===== config.mk =====
export PLATFORM = sky130hd
export DESIGN_NAME = ctrl_word_arbiter_flat
export DESIGN_NICKNAME = d
export VERILOG_FILES = /design/src/rtl/ctrl_word_arbiter_if.sv /design/src/rtl/ctrl_word_arbiter.sv /design/src/flat_wrapper.sv
export SDC_FILE = /design/constraint.sdc
export NUM_CORES = 1
export LEC_CHECK = 0
export ABC_AREA = 1
export CELL_PAD_IN_SITES_DETAIL_PLACEMENT = 1
export CELL_PAD_IN_SITES_GLOBAL_PLACEMENT = 1
export CORE_MARGIN = 4
export CORE_UTILIZATION = 31
export CTS_CLUSTER_SIZE = 14
export DETAILED_ROUTE_END_ITERATION = 8
export PLACE_DENSITY = 0.71
export SLEW_MARGIN = 20
export SYNTH_ARGS = -nofsm -noshare
export SYNTH_HDL_FRONTEND = slang
export SYNTH_SLANG_ARGS = --single-unit

===== constraint.sdc =====
create_clock -name clk -period 1.4 [get_ports clk]
set_clock_uncertainty 0.1 [all_clocks]
set_input_delay 0.42 -clock clk [delete_from_list [all_inputs] [get_ports clk]]
set_output_delay 0.42 -clock clk [all_outputs]
set_load 0.02 [all_outputs]

===== src/rtl/ctrl_word_arbiter_if.sv =====
// Bus between two control-word requesters and the arbiter that owns the decoder's ctrl_in.
// Handshake: reqX is a level held until gntX; ctrlX must be stable while reqX is high;
// gntX is a one-cycle registered pulse marking the edge at which ctrlX was captured.
interface ctrl_word_arbiter_if #(parameter int WIDTH = 4);
  logic             req0;
  logic [WIDTH-1:0] ctrl0;
  logic             req1;
  logic [WIDTH-1:0] ctrl1;
  logic             gnt0;
  logic             gnt1;
  logic [WIDTH-1:0] ctrl_out;
  logic             ctrl_valid;
  logic             last_grant;
  logic             state_dbg;

  modport master (
    output req0, ctrl0, req1, ctrl1,
    input  gnt0, gnt1, ctrl_out, ctrl_valid, last_grant, state_dbg
  );

  modport slave (
    input  req0, ctrl0, req1, ctrl1,
    output gnt0, gnt1, ctrl_out, ctrl_valid, last_grant, state_dbg
  );
endinterface


===== src/rtl/ctrl_word_arbiter.sv =====
// Round-robin arbiter sharing one control word between two requesters; a granted word
// is latched and held valid for HOLD_CYCLES cycles, then released (word itself is kept).
module ctrl_word_arbiter #(
  parameter int WIDTH       = 4,
  parameter int HOLD_CYCLES = 4
) (
  input  logic              clk,
  input  logic              rst,
  ctrl_word_arbiter_if.slave bus
);

  typedef enum logic {
    IDLE = 1'b0,
    HOLD = 1'b1
  } state_t;

  localparam logic [7:0] HOLD_INIT = 8'(HOLD_CYCLES - 1);

  state_t           state, state_n;
  logic [7:0]       cnt, cnt_n;
  logic [WIDTH-1:0] word, word_n;
  logic             valid, valid_n;
  logic             g0, g0_n;
  logic             g1, g1_n;
  logic             last, last_n;
  logic             pick;

  always_ff @(posedge clk or posedge rst) begin
    if (rst) begin
      state <= IDLE;
      cnt   <= '0;
      word  <= '0;
      valid <= 1'b0;
      g0    <= 1'b0;
      g1    <= 1'b0;
      last  <= 1'b1;
    end else begin
      state <= state_n;
      cnt   <= cnt_n;
      word  <= word_n;
      valid <= valid_n;
      g0    <= g0_n;
      g1    <= g1_n;
      last  <= last_n;
    end
  end

  always_comb begin
    state_n = state;
    cnt_n   = cnt;
    word_n  = word;
    valid_n = valid;
    g0_n    = 1'b0;
    g1_n    = 1'b0;
    last_n  = last;
    // On a tie the requester that was not granted last wins; otherwise the lone requester.
    pick    = (bus.req0 && bus.req1) ? ~last : bus.req1;
    case (state)
      IDLE: begin
        if (bus.req0 || bus.req1) begin
          state_n = HOLD;
          cnt_n   = HOLD_INIT;
          valid_n = 1'b1;
          last_n  = pick;
          if (pick) begin
            word_n = bus.ctrl1;
            g1_n   = 1'b1;
          end else begin
            word_n = bus.ctrl0;
            g0_n   = 1'b1;
          end
        end
      end
      HOLD: begin
        if (cnt == 8'd0) begin
          state_n = IDLE;
          valid_n = 1'b0;
        end else begin
          cnt_n = cnt - 8'd1;
        end
      end
      default: state_n = IDLE;
    endcase
  end

  assign bus.gnt0       = g0;
  assign bus.gnt1       = g1;
  assign bus.ctrl_out   = word;
  assign bus.ctrl_valid = valid;
  assign bus.last_grant = last;
  assign bus.state_dbg  = (state == HOLD);

endmodule


===== src/flat_wrapper.sv =====
// flat-port wrapper written by rule: the top's interface ports become plain ports
module ctrl_word_arbiter_flat 
#(
  parameter int WIDTH       = 4,
  parameter int HOLD_CYCLES = 4
)
  (clk, rst, bus_req0, bus_ctrl0, bus_req1, bus_ctrl1, bus_gnt0, bus_gnt1, bus_ctrl_out, bus_ctrl_valid, bus_last_grant, bus_state_dbg);
  ctrl_word_arbiter_if #(.WIDTH(WIDTH)) bus_i ();
  input  logic clk;
  input  logic rst;
  input wire logic [$bits(bus_i.req0)-1:0] bus_req0;
  input wire logic [$bits(bus_i.ctrl0)-1:0] bus_ctrl0;
  input wire logic [$bits(bus_i.req1)-1:0] bus_req1;
  input wire logic [$bits(bus_i.ctrl1)-1:0] bus_ctrl1;
  output wire logic [$bits(bus_i.gnt0)-1:0] bus_gnt0;
  output wire logic [$bits(bus_i.gnt1)-1:0] bus_gnt1;
  output wire logic [$bits(bus_i.ctrl_out)-1:0] bus_ctrl_out;
  output wire logic [$bits(bus_i.ctrl_valid)-1:0] bus_ctrl_valid;
  output wire logic [$bits(bus_i.last_grant)-1:0] bus_last_grant;
  output wire logic [$bits(bus_i.state_dbg)-1:0] bus_state_dbg;
  assign bus_i.req0 = bus_req0;
  assign bus_i.ctrl0 = bus_ctrl0;
  assign bus_i.req1 = bus_req1;
  assign bus_i.ctrl1 = bus_ctrl1;
  assign bus_gnt0 = bus_i.gnt0;
  assign bus_gnt1 = bus_i.gnt1;
  assign bus_ctrl_out = bus_i.ctrl_out;
  assign bus_ctrl_valid = bus_i.ctrl_valid;
  assign bus_last_grant = bus_i.last_grant;
  assign bus_state_dbg = bus_i.state_dbg;
  ctrl_word_arbiter #(.WIDTH(WIDTH), .HOLD_CYCLES(HOLD_CYCLES)) u_core (.clk(clk), .rst(rst), .bus(bus_i));
endmodule

==> results.py <==
metrics = {
    "finish": {
        "layout.area.seq_sq_um": 429,
        "number_of_inserted_diodes": 0,
        "fillers": 348,
        "multi_input_comb_area_sq_um": 454,
        "final-instance-count-excl-fill": 192,
        "area.growth.synth_to_final_pct": 48.5,
        "fin_nets": 175,
        "final_layout_size_suffix_gt1_share_pct": 35.4,
        "stdcell_area_sq_um": 1360,
    },
    "drt": {
        "detail-route-antenna-nets": 0,
        "route.final.wire_length_um": 2690,
        "routed-via-count": 945,
        "drt_pre_antenna_iters": 4,
        "post-route-drc-count": 0,
        "routed_wire_length_per_instance_um": 14.0,
        "drc_marker_count_from_the_first_detailed_route_iteration": 30,
        "post_drt_via_cell_ratio": 4.92,
    },
    "power_and_ir_drop": {
        "power.combinational.fraction_pct": 9.0,
        "power_switching_share_pct": 23.0,
        "total_power_mw": 0.842,
        "power_density_nw_per_um2": 621,
        "ir_drop_uv": 472,
        "sequential_cell_fraction_of_total_power_pct": 58.7,
        "pwr-share-clk_pct": 32.2,
        "power.leakage_nw": 0.713,
        "internal_power_mw": 0.648,
        "total_switching_power_mw": 0.194,
    },
    "setup_path": {
        "path_cells": "buf_6",
        "timing.critical_path.fanout_max": 2,
        "cp_slowest_stage_delay_ns": 0.56,
        "arrival_ns": 0.97,
        "worst_setup_end_kind": "output port",
        "worstSetupStartpointType": "flop",
        "worst-path-buf-inv": 1,
        "worst-endpoint-required_ns": 0.88,
        "worst_path_max_delay_cell": "sky130_fd_sc_hd__dfstp_2",
        "critPathTopFamily": "flip-flops",
        "timing_worst_setup_path_type": "reg2out",
    },
    "die": {
        "area_enclosed_by_the_die_boundary_sq_um": 3880,
        "core-area_sq_um": 2780,
        "floorplan.rows": 19,
        "pin_count": 21,
        "chipWidth_um": 62.3,
        "start_util_pct": 32.8,
        "die_h_um": 62.3,
    },
    "clock_network": {
        "h-tree-depth": 1,
        "cts.clk_slew.worst_paths_ns": 0.11,
        "ctsRootBufferMaster": "sky130_fd_sc_hd__clkbuf_4",
        "cts_inserted_buffers": 3,
        "clockBufferDepth": 2,
        "clk_lat_worst_skew_ns": 0.30,
        "cts_tree": "done",
        "cts.sinks": 17,
    },
    "grt": {
        "grt_overflow": 0,
        "grt_pass1_vias": 1069,
        "grt_most_used_layer": "met2",
        "grt_pass1_wl_um": 4790,
        "globalRouteMet1Util_pct": 17.3,
        "initial_antenna_violation_count": 0,
        "groute.usage.overall_pct": 14.8,
        "groute.layer.met3.usage_pct": 2.34,
        "globalRouteMet2Util_pct": 27.2,
        "grt_max_degree": 18,
    },
    "place": {
        "place_congestion": 0.793,
        "buffer_ports.inserted": 20,
        "place.detailed.hpwl_um": 2050,
        "placed_instances": 182,
        "pre_cts_ws_ns": -0.296,
        "postPlaceCellArea_sq_um": 1260,
    },
    "synth": {
        "synth_top_area_share_pct": 43.8,
        "yosysTopAreaCell": "sky130_fd_sc_hd__dfrtp_1",
        "yosys_warnings": 0,
        "postSynthRegisterBits": 17,
        "synth_fp_nets": 131,
        "fraction_of_the_yosys_area_taken_by_sequential_cells_pct": 46.7,
        "synth.lib_cells_used.distinct": 19,
        "synthCells": 118,
        "synthesis.area_per_instance_sq_um": 7.74,
        "post_synth_main_area_contributors": "sky130_fd_sc_hd__dfrtp_1 44%, sky130_fd_sc_hd__nand2_1 13%, sky130_fd_sc_hd__nand3_1 8.2%",
        "area_of_the_mapped_netlist_sq_um": 913,
    },
    "sta": {
        "max_freq_mhz": 672,
        "finalHoldWorstSlack_ns": 0.329,
        "setup_repair_after_global_routing_missed_its_margin": "true",
        "min_period_over_period_pct": 106,
        "final_critical_path_required_period_ns": 1.49,
        "setup_slack_ns": -0.0880,
        "final-max-slew-violation-count": 0,
        "worstMarginPinSlew_ns": 0.268,
        "setup_violations": 4,
        "max_slew_margin_pct": 82.1,
        "hold_violations": 0,
    },
    "min_path": {
        "holdCritPathClass": "in2async",
    },
    "run_status": {
        "status": "finished with violations",
        "violations": "negative setup slack",
    },
    "job": {
        "cap_violations": 0,
    },
}
==> cells in the final DEF, fill, tap and decap left out, drive strengths merged <==
cell type / n
buf: 30
clkbuf: 4
clkdlybuf4s50: 9
dfrtp: 16
dfstp: 1
dlymetal6s2s: 2
ha: 1
inv: 14
nand2: 34
nand3: 15
nand4: 2
nor2: 18
nor3: 1
o21ai: 13
or2: 1
==> through the flow <==
stage / util, % / TNS (ns)
2_1_floorplan: - / 0
3_3_place_gp: 45.5 / -3.71
3_5_place_dp: 45.5 / -4.71
4_1_cts: 46.7 / -0.0879
5_1_grt: 48.8 / -0.853
6_report: 48.8 / -0.242
==> final cells by class <==
type,instances,area share [%]
flip-flops and latches,17,31.6
inverters,14,3.87
multi-input cells,85,33.5
clock buffers,4,1.94
repair buffers,41,26.2
well taps,31,2.86
==> registers in the layout, summed over array words and instances, names as in the netlist <==
register,cells
u_core.bus.gnt0,1
u_core.bus.state_dbg,1
u_core.bus.last_grant,1
u_core.bus.ctrl_valid,1
u_core.bus.ctrl_out,4
u_core.cnt,8
u_core.bus.gnt1,1
==> cells by family after synthesis <==
group	after synthesis	synth area share [%]
AO/OA/AOI/OAI	13	9.59
adder cells (fa/ha/maj)	1	1.37
buffers and inverters	16	7.40
flip-flops	17	46.7
AND/OR/NAND/NOR	71	34.9
==> final timing paths <==
path                                             from               endpoint  slack (ns)  depth (start not counted)
max in group asynchronous                         rst  u_core.bus.last_grant        0.66                          3
worst max register to register          u_core.cnt[0]          u_core.cnt[0]       -0.06                          7
min in group clk                u_core.bus.ctrl_valid  u_core.bus.ctrl_valid        0.39                          2
worst max-delay path            u_core.bus.last_grant         bus_last_grant       -0.09                          1
worst min-delay path                              rst          u_core.cnt[0]        0.33                          3
worst min register to register  u_core.bus.ctrl_valid  u_core.bus.ctrl_valid        0.39                          2
==> cell usage after synthesis <==
cell type                  n
sky130_fd_sc_hd__o21ai_4   2
sky130_fd_sc_hd__inv_2     2
sky130_fd_sc_hd__nand2_2   2
sky130_fd_sc_hd__nor2_2    2
sky130_fd_sc_hd__nand4_1   2
sky130_fd_sc_hd__nor2_1   15
sky130_fd_sc_hd__nand2_1  31
sky130_fd_sc_hd__o21ai_1   6
sky130_fd_sc_hd__dfrtp_1  16
sky130_fd_sc_hd__nor2_4    1
sky130_fd_sc_hd__inv_1    12
sky130_fd_sc_hd__or2_2     1
sky130_fd_sc_hd__buf_4     2
sky130_fd_sc_hd__dfstp_2   1
sky130_fd_sc_hd__o21ai_0   5
sky130_fd_sc_hd__nand2_4   1
sky130_fd_sc_hd__ha_1      1
sky130_fd_sc_hd__nor3_1    1
sky130_fd_sc_hd__nand3_1  15
==> worst reg2reg max path: cells and delay by family (launching register included) <==
family,cells,cell delay (ns)
flip-flops,1,0.42
AO/OA/AOI/OAI,1,0.27
adder cells (fa/ha/maj),1,0.18
buffers and inverters,1,0.09
AND/OR/NAND/NOR,4,0.31
==> power groups by stage <==
stage / logic (mW) / registers, mW / clock network, mW
2_1_floorplan: 0.0161 / 0.506 / 0
3_3_place_gp: 0.0711 / 0.504 / 0
3_5_place_dp: 0.0734 / 0.504 / 0
4_1_cts: 0.0765 / 0.494 / 0.277
5_1_grt: 0.0831 / 0.495 / 0.300
6_report: 0.0761 / 0.494 / 0.271
==> layer usage <==
| layer | routed length, um | share of wire, % |
|---|---|---|
| met1 | 1110 | 41 |
| met5 | 0 | 0 |
| met2 | 1450 | 54 |
| met4 | 34 | 1.3 |
| met3 | 86 | 3.2 |
==> what timing repair did <==
action | CTS | global route
setup endpoints to repair | 17 | 16
gates resized for setup | 44 | 18
setup buffers | 4 | 2
hold buffers | 0 | 0
pin swaps | 3 | 5
No activity file was read; power rests on OpenSTA's default activity.
==> patch: new RTL, same settings <==
Put a register stage on the output `bus.state_dbg`. The value now appears one clock later.
--- a/src/rtl/ctrl_word_arbiter.sv
+++ b/src/rtl/ctrl_word_arbiter.sv
@@ -89,5 +89,7 @@
   assign bus.ctrl_valid = valid;
   assign bus.last_grant = last;
-  assign bus.state_dbg  = (state == HOLD);
+  always_ff @(posedge clk) begin
+    bus.state_dbg <= (state == HOLD);
+  end
 
 endmodule
Check against the original RTL: not equivalent (a bounded check fails within 4 cycles, from zero or initial values and one cycle with rst high).
==> patch against the unedited design <==
The flow still finishes with violations (setup timing). Total power rose by 4.0%. Sequential cell count grew 1. Count of clock-buffer cells in the layout is the same. Utilization grew 7.0 points. Final area rose by 6.6%. Wire length shrank 3.8%. Synthesized area shrank 4.2%. Worst setup slack improved by 0.015 ns. Non-clock buffer count rose by 2. Global-route usage decreased by 0.19 points.
==> patch: results (changes against the unedited design) <==
* # nets final at 162 (-7.4%)
* Status: finished, violations left
* Failing checks: setup timing
* Placer Congestion at 0.772 (-2.6%)
* Sequential share of the synthesized area at 51.1% (+4.4 points)
* Net Count, Synth at 114 (-13%)
* Final setup viols at 4 (unchanged)
* Net Switching at 199 µW (+2.9%)
* TNS Setup at -0.147 ns (+0.0955 ns)
* R2R cell count at 9 (+2)
* Drt wl/cell at 14.5 µm (+3.7%)
* Met3 usage at 4.40% (+2.1 points)
* Cell area after placement at 0.00125 mm² (-1.2%)
* Fin worst setup slack at -0.0731 ns (+0.0149 ns)
* Main area contributors after synthesis: dfrtp_1, nand2_1, o21ai_0
* Vias in the first global route at 857 (-20%)
* Static leakage at 0.697 nW (-2.3%)
* Syn_area_per_cell at 8.66 µm² (+12%)
* Layout cell share with drive strength beyond 1 at 47.3% (+12 points)
* Async SR Flop Fraction at 94.4% (-5.6 points)
* Global Route Usage Sum at 14.6% (-0.19 points)
* Tightest Pin Transition at 0.298 ns (+0.0296 ns)
* M1 GR Usage at 17.2% (-0.10 points)
* Post-CTS sizing at 50 (+14%)
* Initial DRC Count at 24 (-20%)
* Post-CTS Setup Bufs at 2 (-2)
* Max Freq at 679 MHz (+1.0%)
* Hold slack at 0.312 ns (-0.0175 ns)
* First-pass GRT wire length at 3.96 mm (-17%)
* Met2 Resource Use GR at 24.9% (-2.3 points)
==> patch: cells by family after synthesis <==
group,after synthesis,share of synthesized area [%]
flops,18,51.1
compound gates,19,13.6
simple gates,46,24.9
xor+xnor,3,3.00
fa+ha+maj,1,1.43
buf+inv,14,6.01
==> patch: power by group through the flow <==
stage	Clock [mW]	Sequential (mW)	Combinational, mW
floorplan	0	0.535	0.0157
global route	0.319	0.523	0.0805
detailed placement	0	0.533	0.0741
global placement	0	0.533	0.0728
finish	0.279	0.523	0.0736
CTS	0.293	0.523	0.0748
==> patch: final cells by class <==
type                    instances  area, µm²
multi-input cells              69        482
inverters                      14       55.1
fillers                       298       1140
clock buffers                   4       26.3
well taps                      30       37.5
flip-flops and latches         18        447
repair buffers                 43        398
==> patch: per-layer routing <==
layer	up-vias	part of all wire, %
met5	-	0
met4	0	1.4
met3	4	4.7
met2	24	56
met1	394	38
li1	419	-
